--- config.mk ---
export PLATFORM = sky130hd
export DESIGN_NAME = asg_seq_ctrl
export DESIGN_NICKNAME = d
export VERILOG_FILES = /design/src/rtl/asg_seq_pkg.sv /design/src/rtl/asg_seq_tbl.sv /design/src/rtl/asg_seq_ctrl.sv
export SDC_FILE = /design/constraint.sdc
export NUM_CORES = 1
export LEC_CHECK = 0
export CORE_ASPECT_RATIO = 1.25
export CORE_MARGIN = 2
export CORE_UTILIZATION = 25
export DETAILED_ROUTE_END_ITERATION = 16
export GPL_TIMING_DRIVEN = 0
export PLACE_DENSITY_LB_ADDON = 0.1
export SETUP_SLACK_MARGIN = 0.4
export SYNTH_ARGS = -nofsm -noshare
export SYNTH_HDL_FRONTEND = slang
export SYNTH_SLANG_ARGS = --single-unit
--- constraint.sdc ---
create_clock -name dac_clk_i -period 4.1 [get_ports dac_clk_i]
set_clock_uncertainty 0.2 [all_clocks]
set_input_delay 0.82 -clock dac_clk_i [delete_from_list [all_inputs] [get_ports dac_clk_i]]
set_output_delay 0.82 -clock dac_clk_i [all_outputs]
set_load 0.05 [all_outputs]
--- src/rtl/asg_seq_pkg.sv ---
// asg_seq_pkg: shared types and constants for the ASG segment sequencer.
// Optional feature macro: ASG_SEQ_DBLBUF_EN (double-banked segment table).
package asg_seq_pkg;

  typedef enum logic [2:0] {
    IDLE,
    LOAD,
    ARM,
    TRIG,
    RUN,
    GAP,
    NEXT
  } state_e;

  localparam logic [1:0] FLD_OFS  = 2'd0;
  localparam logic [1:0] FLD_SIZE = 2'd1;
  localparam logic [1:0] FLD_STEP = 2'd2;
  localparam logic [1:0] FLD_CYC  = 2'd3;

  localparam int BLANK_CYC = 3;

  function automatic int ptr_w(input int rsz);
    return rsz + 16;
  endfunction

endpackage

--- src/rtl/asg_seq_tbl.sv ---
// asg_seq_tbl: segment table, one write port, one registered read port.
// ASG_SEQ_DBLBUF_EN: writes hit the shadow bank, reads the active bank.
module asg_seq_tbl
  import asg_seq_pkg::*;
#(
  parameter int PW   = 30,
  parameter int NSEG = 8,
  parameter int SW   = 3
) (
  input  logic          clk_i,
`ifdef ASG_SEQ_DBLBUF_EN
  input  logic          rst_i,
  input  logic          swap_i,
`endif
  input  logic          we_i,
  input  logic [SW-1:0] waddr_i,
  input  logic [1:0]    fld_i,
  input  logic [31:0]   wdata_i,
  input  logic [SW-1:0] raddr_i,
  output logic [PW-1:0] ofs_o,
  output logic [PW-1:0] size_o,
  output logic [PW-1:0] step_o,
  output logic [31:0]   cyc_o
);

`ifdef ASG_SEQ_DBLBUF_EN
  localparam int AW = SW + 1;

  logic          bank_q;
  logic          bank_d;
  logic [AW-1:0] wa;
  logic [AW-1:0] ra;

  // active bank flips only when the controller asks for it
  always_comb begin
    bank_d = bank_q ^ swap_i;
  end

  // active bank register
  always_ff @(posedge clk_i) begin
    if (rst_i) bank_q <= 1'b0;
    else       bank_q <= bank_d;
  end

  assign wa = {~bank_q, waddr_i};
  assign ra = { bank_q, raddr_i};
`else
  localparam int AW = SW;

  logic [AW-1:0] wa;
  logic [AW-1:0] ra;

  assign wa = waddr_i;
  assign ra = raddr_i;
`endif

  logic [PW-1:0] ofs_mem  [2**AW];
  logic [PW-1:0] size_mem [2**AW];
  logic [PW-1:0] step_mem [2**AW];
  logic [31:0]   cyc_mem  [2**AW];

  // field write, contents deliberately not reset
  always_ff @(posedge clk_i) begin
    if (we_i) begin
      unique case (fld_i)
        FLD_OFS:  ofs_mem[wa]  <= wdata_i[PW-1:0];
        FLD_SIZE: size_mem[wa] <= wdata_i[PW-1:0];
        FLD_STEP: step_mem[wa] <= wdata_i[PW-1:0];
        FLD_CYC:  cyc_mem[wa]  <= wdata_i;
      endcase
    end
  end

  // registered read, one cycle latency
  always_ff @(posedge clk_i) begin
    ofs_o  <= ofs_mem[ra];
    size_o <= size_mem[ra];
    step_o <= step_mem[ra];
    cyc_o  <= cyc_mem[ra];
  end

endmodule

--- src/rtl/asg_seq_ctrl.sv ---
// asg_seq_ctrl: segment sequencer driving one red_pitaya_asg_ch channel.
// Optional feature macro: ASG_SEQ_DBLBUF_EN (double-banked segment table).
module asg_seq_ctrl
  import asg_seq_pkg::*;
#(
  parameter int RSZ  = 14,
  parameter int NSEG = 8,
  parameter int SW   = 3
) (
  input  logic             dac_clk_i,
  input  logic             dac_rst_i,
  input  logic             tbl_we_i,
  input  logic [SW-1:0]    tbl_addr_i,
  input  logic [1:0]       tbl_fld_i,
  input  logic [31:0]      tbl_wdata_i,
  input  logic             start_i,
  input  logic             stop_i,
  input  logic             loop_i,
  input  logic [SW:0]      seq_len_i,
  input  logic             chan_wrap_i,
  output logic [RSZ+15:0]  set_ofs_o,
  output logic [RSZ+15:0]  set_size_o,
  output logic [RSZ+15:0]  set_step_o,
  output logic             set_rst_o,
  output logic             trig_sw_o,
  output logic             busy_o,
  output logic [SW-1:0]    seg_idx_o,
  output logic             seq_done_o
);

  localparam int PW = ptr_w(RSZ);
  localparam logic [SW:0] NSEG_L = (SW+1)'(NSEG);
  localparam logic [SW:0] ONE_L  = (SW+1)'(1);
  localparam logic [1:0]  BLANK_INIT = 2'(BLANK_CYC - 1);

  state_e        state_q, state_d;
  logic [SW-1:0] seg_q, seg_d;
  logic [SW:0]   len_q, len_d;
  logic          ld_q, ld_d;
  logic [PW-1:0] ofs_q, ofs_d;
  logic [PW-1:0] size_q, size_d;
  logic [PW-1:0] step_q, step_d;
  logic [15:0]   ncyc_q, ncyc_d;
  logic [15:0]   gap_q, gap_d;
  logic [15:0]   pass_q, pass_d;
  logic [1:0]    blank_q, blank_d;
  logic [15:0]   gcnt_q, gcnt_d;
  logic          done;
  logic          len_ok;
  logic [SW:0]   seg_nx;

  logic [PW-1:0] rd_ofs;
  logic [PW-1:0] rd_size;
  logic [PW-1:0] rd_step;
  logic [31:0]   rd_cyc;

`ifdef ASG_SEQ_DBLBUF_EN
  logic swap;
`endif

  assign len_ok = (seq_len_i != '0) && (seq_len_i <= NSEG_L);
  assign seg_nx = {1'b0, seg_q} + ONE_L;

  asg_seq_tbl #(
    .PW   (PW),
    .NSEG (NSEG),
    .SW   (SW)
  ) u_tbl (
    .clk_i   (dac_clk_i),
`ifdef ASG_SEQ_DBLBUF_EN
    .rst_i   (dac_rst_i),
    .swap_i  (swap),
`endif
    .we_i    (tbl_we_i),
    .waddr_i (tbl_addr_i),
    .fld_i   (tbl_fld_i),
    .wdata_i (tbl_wdata_i),
    .raddr_i (seg_q),
    .ofs_o   (rd_ofs),
    .size_o  (rd_size),
    .step_o  (rd_step),
    .cyc_o   (rd_cyc)
  );

  // next-state, segment bookkeeping and pass counting
  always_comb begin
    state_d = state_q;
    seg_d   = seg_q;
    len_d   = len_q;
    ld_d    = 1'b0;
    ofs_d   = ofs_q;
    size_d  = size_q;
    step_d  = step_q;
    ncyc_d  = ncyc_q;
    gap_d   = gap_q;
    pass_d  = pass_q;
    blank_d = blank_q;
    gcnt_d  = gcnt_q;
    done    = 1'b0;
`ifdef ASG_SEQ_DBLBUF_EN
    swap    = 1'b0;
`endif
    unique case (state_q)
      IDLE: begin
        if (start_i && !stop_i && len_ok) begin
          len_d   = seq_len_i;
          seg_d   = '0;
          state_d = LOAD;
`ifdef ASG_SEQ_DBLBUF_EN
          swap    = 1'b1;
`endif
        end
      end
      LOAD: begin
        if (!ld_q) begin
          ld_d = 1'b1;
        end else begin
          ofs_d   = rd_ofs;
          size_d  = rd_size;
          step_d  = rd_step;
          ncyc_d  = rd_cyc[15:0];
          gap_d   = rd_cyc[31:16];
          state_d = ARM;
        end
      end
      ARM: begin
        state_d = TRIG;
      end
      TRIG: begin
        // the TRIG cycle is the first blanked cycle
        pass_d  = '0;
        blank_d = BLANK_INIT;
        state_d = RUN;
      end
      RUN: begin
        if (blank_q != '0) begin
          blank_d = blank_q - 2'd1;
        end else if (chan_wrap_i) begin
          pass_d = pass_q + 16'd1;
          if (ncyc_q != '0 && pass_d == ncyc_q) begin
            if (gap_q == '0) begin
              state_d = NEXT;
            end else begin
              gcnt_d  = gap_q;
              state_d = GAP;
            end
          end
        end
      end
      GAP: begin
        if (gcnt_q <= 16'd1) state_d = NEXT;
        else                 gcnt_d  = gcnt_q - 16'd1;
      end
      NEXT: begin
        if (seg_nx < len_q) begin
          seg_d   = seg_nx[SW-1:0];
          state_d = LOAD;
        end else if (loop_i) begin
          seg_d   = '0;
          state_d = LOAD;
`ifdef ASG_SEQ_DBLBUF_EN
          swap    = 1'b1;
`endif
        end else begin
          done    = 1'b1;
          state_d = IDLE;
        end
      end
      default: begin
        state_d = IDLE;
      end
    endcase
    if (stop_i && state_q != IDLE) begin
      state_d = IDLE;
      done    = 1'b0;
`ifdef ASG_SEQ_DBLBUF_EN
      swap    = 1'b0;
`endif
    end
  end

  // state and configuration registers
  always_ff @(posedge dac_clk_i) begin
    if (dac_rst_i) begin
      state_q <= IDLE;
      seg_q   <= '0;
      len_q   <= '0;
      ld_q    <= 1'b0;
      ofs_q   <= '0;
      size_q  <= '0;
      step_q  <= '0;
      ncyc_q  <= '0;
      gap_q   <= '0;
      pass_q  <= '0;
      blank_q <= '0;
      gcnt_q  <= '0;
    end else begin
      state_q <= state_d;
      seg_q   <= seg_d;
      len_q   <= len_d;
      ld_q    <= ld_d;
      ofs_q   <= ofs_d;
      size_q  <= size_d;
      step_q  <= step_d;
      ncyc_q  <= ncyc_d;
      gap_q   <= gap_d;
      pass_q  <= pass_d;
      blank_q <= blank_d;
      gcnt_q  <= gcnt_d;
    end
  end

  assign set_ofs_o  = ofs_q;
  assign set_size_o = size_q;
  assign set_step_o = step_q;
  assign set_rst_o  = !(state_q == TRIG || state_q == RUN);
  assign trig_sw_o  = (state_q == TRIG);
  assign busy_o     = (state_q != IDLE);
  assign seg_idx_o  = seg_q;
  assign seq_done_o = done;

endmodule
==> impl_summary.md <==
Run status
The run finished with clean final reports.

Detailed routing
The DRC violation count after routing is 0. The mean routed wirelength per cell is 25.1 microns. After detailed routing, the total wire length is 136 mm. The remaining antenna violation count is 0. The total number of vias is 24135. The count of TritonRoute iterations in the first routing pass is 6.

The detailed router finished its first iteration with between 1500 and 2000 violations. Using the TritonRoute via totals, the vias-per-cell ratio works out to 4.47.

Die
The overall die height is about 490 microns. From left edge to right edge, the die measures around 400 microns. The core region area is between 150000 and 200000 sq um. The row count is about 180.

The number of I/O pins is about 150. The effective utilization at floorplan is 0.252. The die covers 189000 sq um.

Logic synthesis
The area share of the largest cell type after synthesis is 0.631. Synthesis produced a netlist whose cell count is between 2000 and 3000. The number of enable flip-flop cells after synthesis is a little under 1000. In the synthesized netlist the dominant register cell turns out to be sky130_fd_sc_hd__edfxtp_1. The average cell area after synthesis is 18.3 sq um. The sequential cell area fraction in the yosys report is 0.755.

Yosys printed 0 warnings. Sorting the synthesized cells by area gives the leading types as sky130_fd_sc_hd__edfxtp_1 (63%), sky130_fd_sc_hd__dfxtp_1 (12%), sky130_fd_sc_hd__mux4_2 (12%), sky130_fd_sc_hd__mux2_2 (3.0%), sky130_fd_sc_hd__nand2_1 (2.4%). In this run, synthesis produced a sequential element count of ~1300. The share of synthesized flip-flops with an asynchronous set or reset is 0. The net count after synthesis is 2595.

The area of the mapped netlist is 46500 sq um. The largest area contributor in the netlist is sky130_fd_sc_hd__edfxtp_1. After synthesis, the netlist uses 58 different library cells.

Setup path
The element type at the critical path start is a flop. The critical path data arrival time is approximately 2.7 ns. The kind of end point of the critical path is a primary output. The worst setup path is of the flop to primary output kind. The internal reg-to-reg setup slack is just under 0.5 ns. The largest driver fanout on the critical path is 10. Data on the critical path is required at its endpoint by 3.08 ns.

Placed design
The final weighted congestion of routability-driven global placement is 0.756. The wire-length estimate of the detail-placed layout is between 80 and 90 mm. The worst setup slack after placement is -1.67 ns. The number of I/O port buffers is about 140.

STA
The share of the cycle needed by the critical path after routing is 0.904. The transition time of the tightest slew-check pin is roughly 1.3 ns. For this run, the top clock speed supported by timing is 0.270 GHz.

The final count of hold timing violations is 0. The worst relative slew slack is 0.139. The number of endpoints failing setup at the final stage is 0.

The tightest hold margin is roughly 0.23 ns. The final period demand of the worst path is between 3 and 4 ns. Summed over all failing endpoints, the final setup total negative slack is 0 ns. Setup repair after global routing could not meet its margin everywhere. After layout, the worst setup slack is between 0.3 and 0.4 ns. The number of max-slew violations in the final report came to 0.

Clock network
For the worst-skew pair, the clock arrives at the later sink with an insertion delay of ~0.76 ns. Clock tree synthesis selected as its root buffer the cell sky130_fd_sc_hd__clkbuf_16. The number of H-tree levels is 4. The post-CTS clock slew at the launch and capture registers of the worst setup and hold paths is 0.06 ns.

The buffer levels on the longest clock path is 3. The clock net in this run drives a total of 1265 sinks. TritonCTS built the clock tree. The number of hold buffers added after CTS was 0. The number of CTS-inserted buffers is ~140.

Min path
The min-delay analysis places its worst path in the category flop to flop.

Global routing
The number of antenna violations at the first check in global routing is 22. The remaining global-route overflow is 0. The number of global-route vias before repair was 25892. The wire length of the first global-routing pass is about 190 mm. Entering global routing, the biggest net connects 33 pins. Across every metal layer, demand over resource in global routing totals 0.143.

Flow run
The tool flagged a number of max-cap violations equal to 0.

Layout
The net count of the finished layout is a little under 3000. The post-synthesis to final-layout area growth is 22.2%. The layout cell share with drive strength beyond 1 is 0.247.

Pwr
The total chip power is ~27000 uW. The analysis attributes to cell leakage a power of roughly 0.017 uW. The peak supply drop is 0.262 mV. Dividing total power by cell area gives a power density of ~480 nW/um^2.
sequential cells by signal, indices dropped and copies added, names as in the netlist, 4 cells and up:
name / flops
u_tbl.cyc_mem: 256
u_tbl.ofs_mem: 240
u_tbl.size_mem: 240
u_tbl.step_mem: 240
u_tbl.cyc_o: 32
set_ofs_o: 30
set_size_o: 30
set_step_o: 30
u_tbl.ofs_o: 30
u_tbl.size_o: 30
u_tbl.step_o: 30
gap_q: 16
gcnt_q: 16
ncyc_q: 16
pass_q: 16
len_q: 4
metal layers:
metal / GRT usage / routed length, microns / vias up
li1: - / - / 10658
met1: 0.186 / 59700 / 12769
met2: 0.240 / 66300 / 507
met3: 0.0310 / 6420 / 189
met4: 0.0421 / 3110 / 12
met5: 0 / 79 / -
timing repair:
| action | CTS | global route |
|---|---|---|
| pin swaps | 1 | 3 |
| setup endpoints to repair | 137 | 152 |
| resized for setup | 42 | 41 |
| buffers inserted | 5 | 3 |
worst max-delay path: stages (launching register included):
cell and delay [ns]:
sky130_fd_sc_hd__dfxtp_1 0.34, sky130_fd_sc_hd__buf_6 0.15, sky130_fd_sc_hd__clkbuf_16 0.16, sky130_fd_sc_hd__buf_8 0.16
sky130_fd_sc_hd__and3_4 0.18, sky130_fd_sc_hd__ha_4 0.26, sky130_fd_sc_hd__nand2_1 0.09, sky130_fd_sc_hd__o21ai_4 0.18
sky130_fd_sc_hd__nand2b_4 0.09, sky130_fd_sc_hd__nor3_4 0.12, sky130_fd_sc_hd__buf_6 0.18
metrics by stage:
stage	std cells	utilization	cell area, sq um
after floorplan	2539	-	46500
after global placement	5086	0.276	50900
after detailed placement	5119	0.281	51700
after CTS	5387	0.307	56600
after global routing	5392	0.308	56800
final	5401	0.308	56800
path summary, 6_finish.rpt:
kind,start,end,depth (start not counted)
worst max-delay path,seg_idx_o[0]$_SDFFE_PP0P_,seq_done_o,10
worst min-delay path,u_tbl.size_o[19]$_DFF_P_,set_size_o[19]$_SDFFE_PP0P_,2
worst max register to register,pass_q[0]$_SDFFE_PP0P_,gcnt_q[8]$_SDFFE_PP0P_,12
worst min register to register,u_tbl.size_o[19]$_DFF_P_,set_size_o[19]$_SDFFE_PP0P_,2
power by group:
group / internal [uW] / switching [uW] / total (uW)
Combinational: 117 / 402 / 519
Clock: 7790 / 5130 / 12900
Sequential: 13900 / 35.2 / 14000
Total: 21800 / 5570 / 27400
area by class of cell:
type                    count  area (sq um)
repair buffers            186          2050
multi-input cells        1127         11100
clock buffers             212          4240
diodes                     10          25.0
well taps                2403          3010
fillers                 17820        128000
inverters                  11          41.3
clock inverters            51           514
plain buffers             136           699
flip-flops and latches   1265         35100
cells in the final DEF (no fill, tap or decap), types with 6 or more instances in the layout:
cell,count
sky130_fd_sc_hd__nand3b_1,9
sky130_fd_sc_hd__or3b_2,6
sky130_fd_sc_hd__xor2_1,6
sky130_fd_sc_hd__nor4_1,12
sky130_fd_sc_hd__buf_4,9
sky130_fd_sc_hd__edfxtp_1,976
sky130_fd_sc_hd__nor2_4,32
sky130_fd_sc_hd__xnor2_1,17
sky130_fd_sc_hd__mux2i_1,13
sky130_fd_sc_hd__nand4_1,6
sky130_fd_sc_hd__ha_1,6
sky130_fd_sc_hd__clkbuf_1,129
sky130_fd_sc_hd__clkbuf_2,12
sky130_fd_sc_hd__inv_1,11
sky130_fd_sc_hd__o21ai_0,27
sky130_fd_sc_hd__a21oi_1,159
sky130_fd_sc_hd__clkdlybuf4s50_1,112
sky130_fd_sc_hd__nand2_1,294
sky130_fd_sc_hd__nor2_1,48
sky130_fd_sc_hd__mux4_2,244
sky130_fd_sc_hd__buf_12,31
sky130_fd_sc_hd__clkbuf_16,159
sky130_fd_sc_hd__or3_1,6
sky130_fd_sc_hd__clkinv_1,17
sky130_fd_sc_hd__buf_2,33
sky130_fd_sc_hd__clkbuf_8,15
sky130_fd_sc_hd__nand3_1,19
sky130_fd_sc_hd__buf_1,17
sky130_fd_sc_hd__diode_2,10
sky130_fd_sc_hd__dfxtp_1,287
sky130_fd_sc_hd__clkinv_2,19
sky130_fd_sc_hd__bufinv_16,10
sky130_fd_sc_hd__nor3_1,16
sky130_fd_sc_hd__mux2_2,122
sky130_fd_sc_hd__o22ai_1,9
synth_stat cells (6+ instances only):
master                       n
sky130_fd_sc_hd__a21oi_1   160
sky130_fd_sc_hd__and3_1      6
sky130_fd_sc_hd__buf_1      26
sky130_fd_sc_hd__clkbuf_1  102
sky130_fd_sc_hd__dfxtp_1   289
sky130_fd_sc_hd__edfxtp_1  976
sky130_fd_sc_hd__ha_1        8
sky130_fd_sc_hd__inv_1      11
sky130_fd_sc_hd__mux2_2    122
sky130_fd_sc_hd__mux2i_1    13
sky130_fd_sc_hd__mux4_2    244
sky130_fd_sc_hd__nand2_1   294
sky130_fd_sc_hd__nand3_1    19
sky130_fd_sc_hd__nand3b_1    9
sky130_fd_sc_hd__nand4_1     6
sky130_fd_sc_hd__nor2_1     80
sky130_fd_sc_hd__nor3_1     17
sky130_fd_sc_hd__nor4_1     12
sky130_fd_sc_hd__o21ai_0    28
sky130_fd_sc_hd__o22ai_1     9
sky130_fd_sc_hd__or3_1       6
sky130_fd_sc_hd__or3b_2      6
sky130_fd_sc_hd__xnor2_1    17
sky130_fd_sc_hd__xor2_1      6
cells by family (layout without fill, tap and decap cells):
| kind of cell | count (synthesis) | in the layout | share of synthesized area |
|---|---|---|---|
| AO/OA/AOI/OAI | 230 | 230 | 0.0276 |
| XOR/XNOR | 23 | 23 | 0.00434 |
| buffers and inverters | 147 | 596 | 0.0125 |
| multiplexers | 379 | 379 | 0.151 |
| other | 0 | 10 | 0 |
| adder cells (fa/ha/maj) | 8 | 8 | 0.00215 |
| AND/OR/NAND/NOR | 487 | 487 | 0.0473 |
| flip-flops | 1265 | 1265 | 0.755 |
No activity file was read; power rests on OpenSTA's default activity.
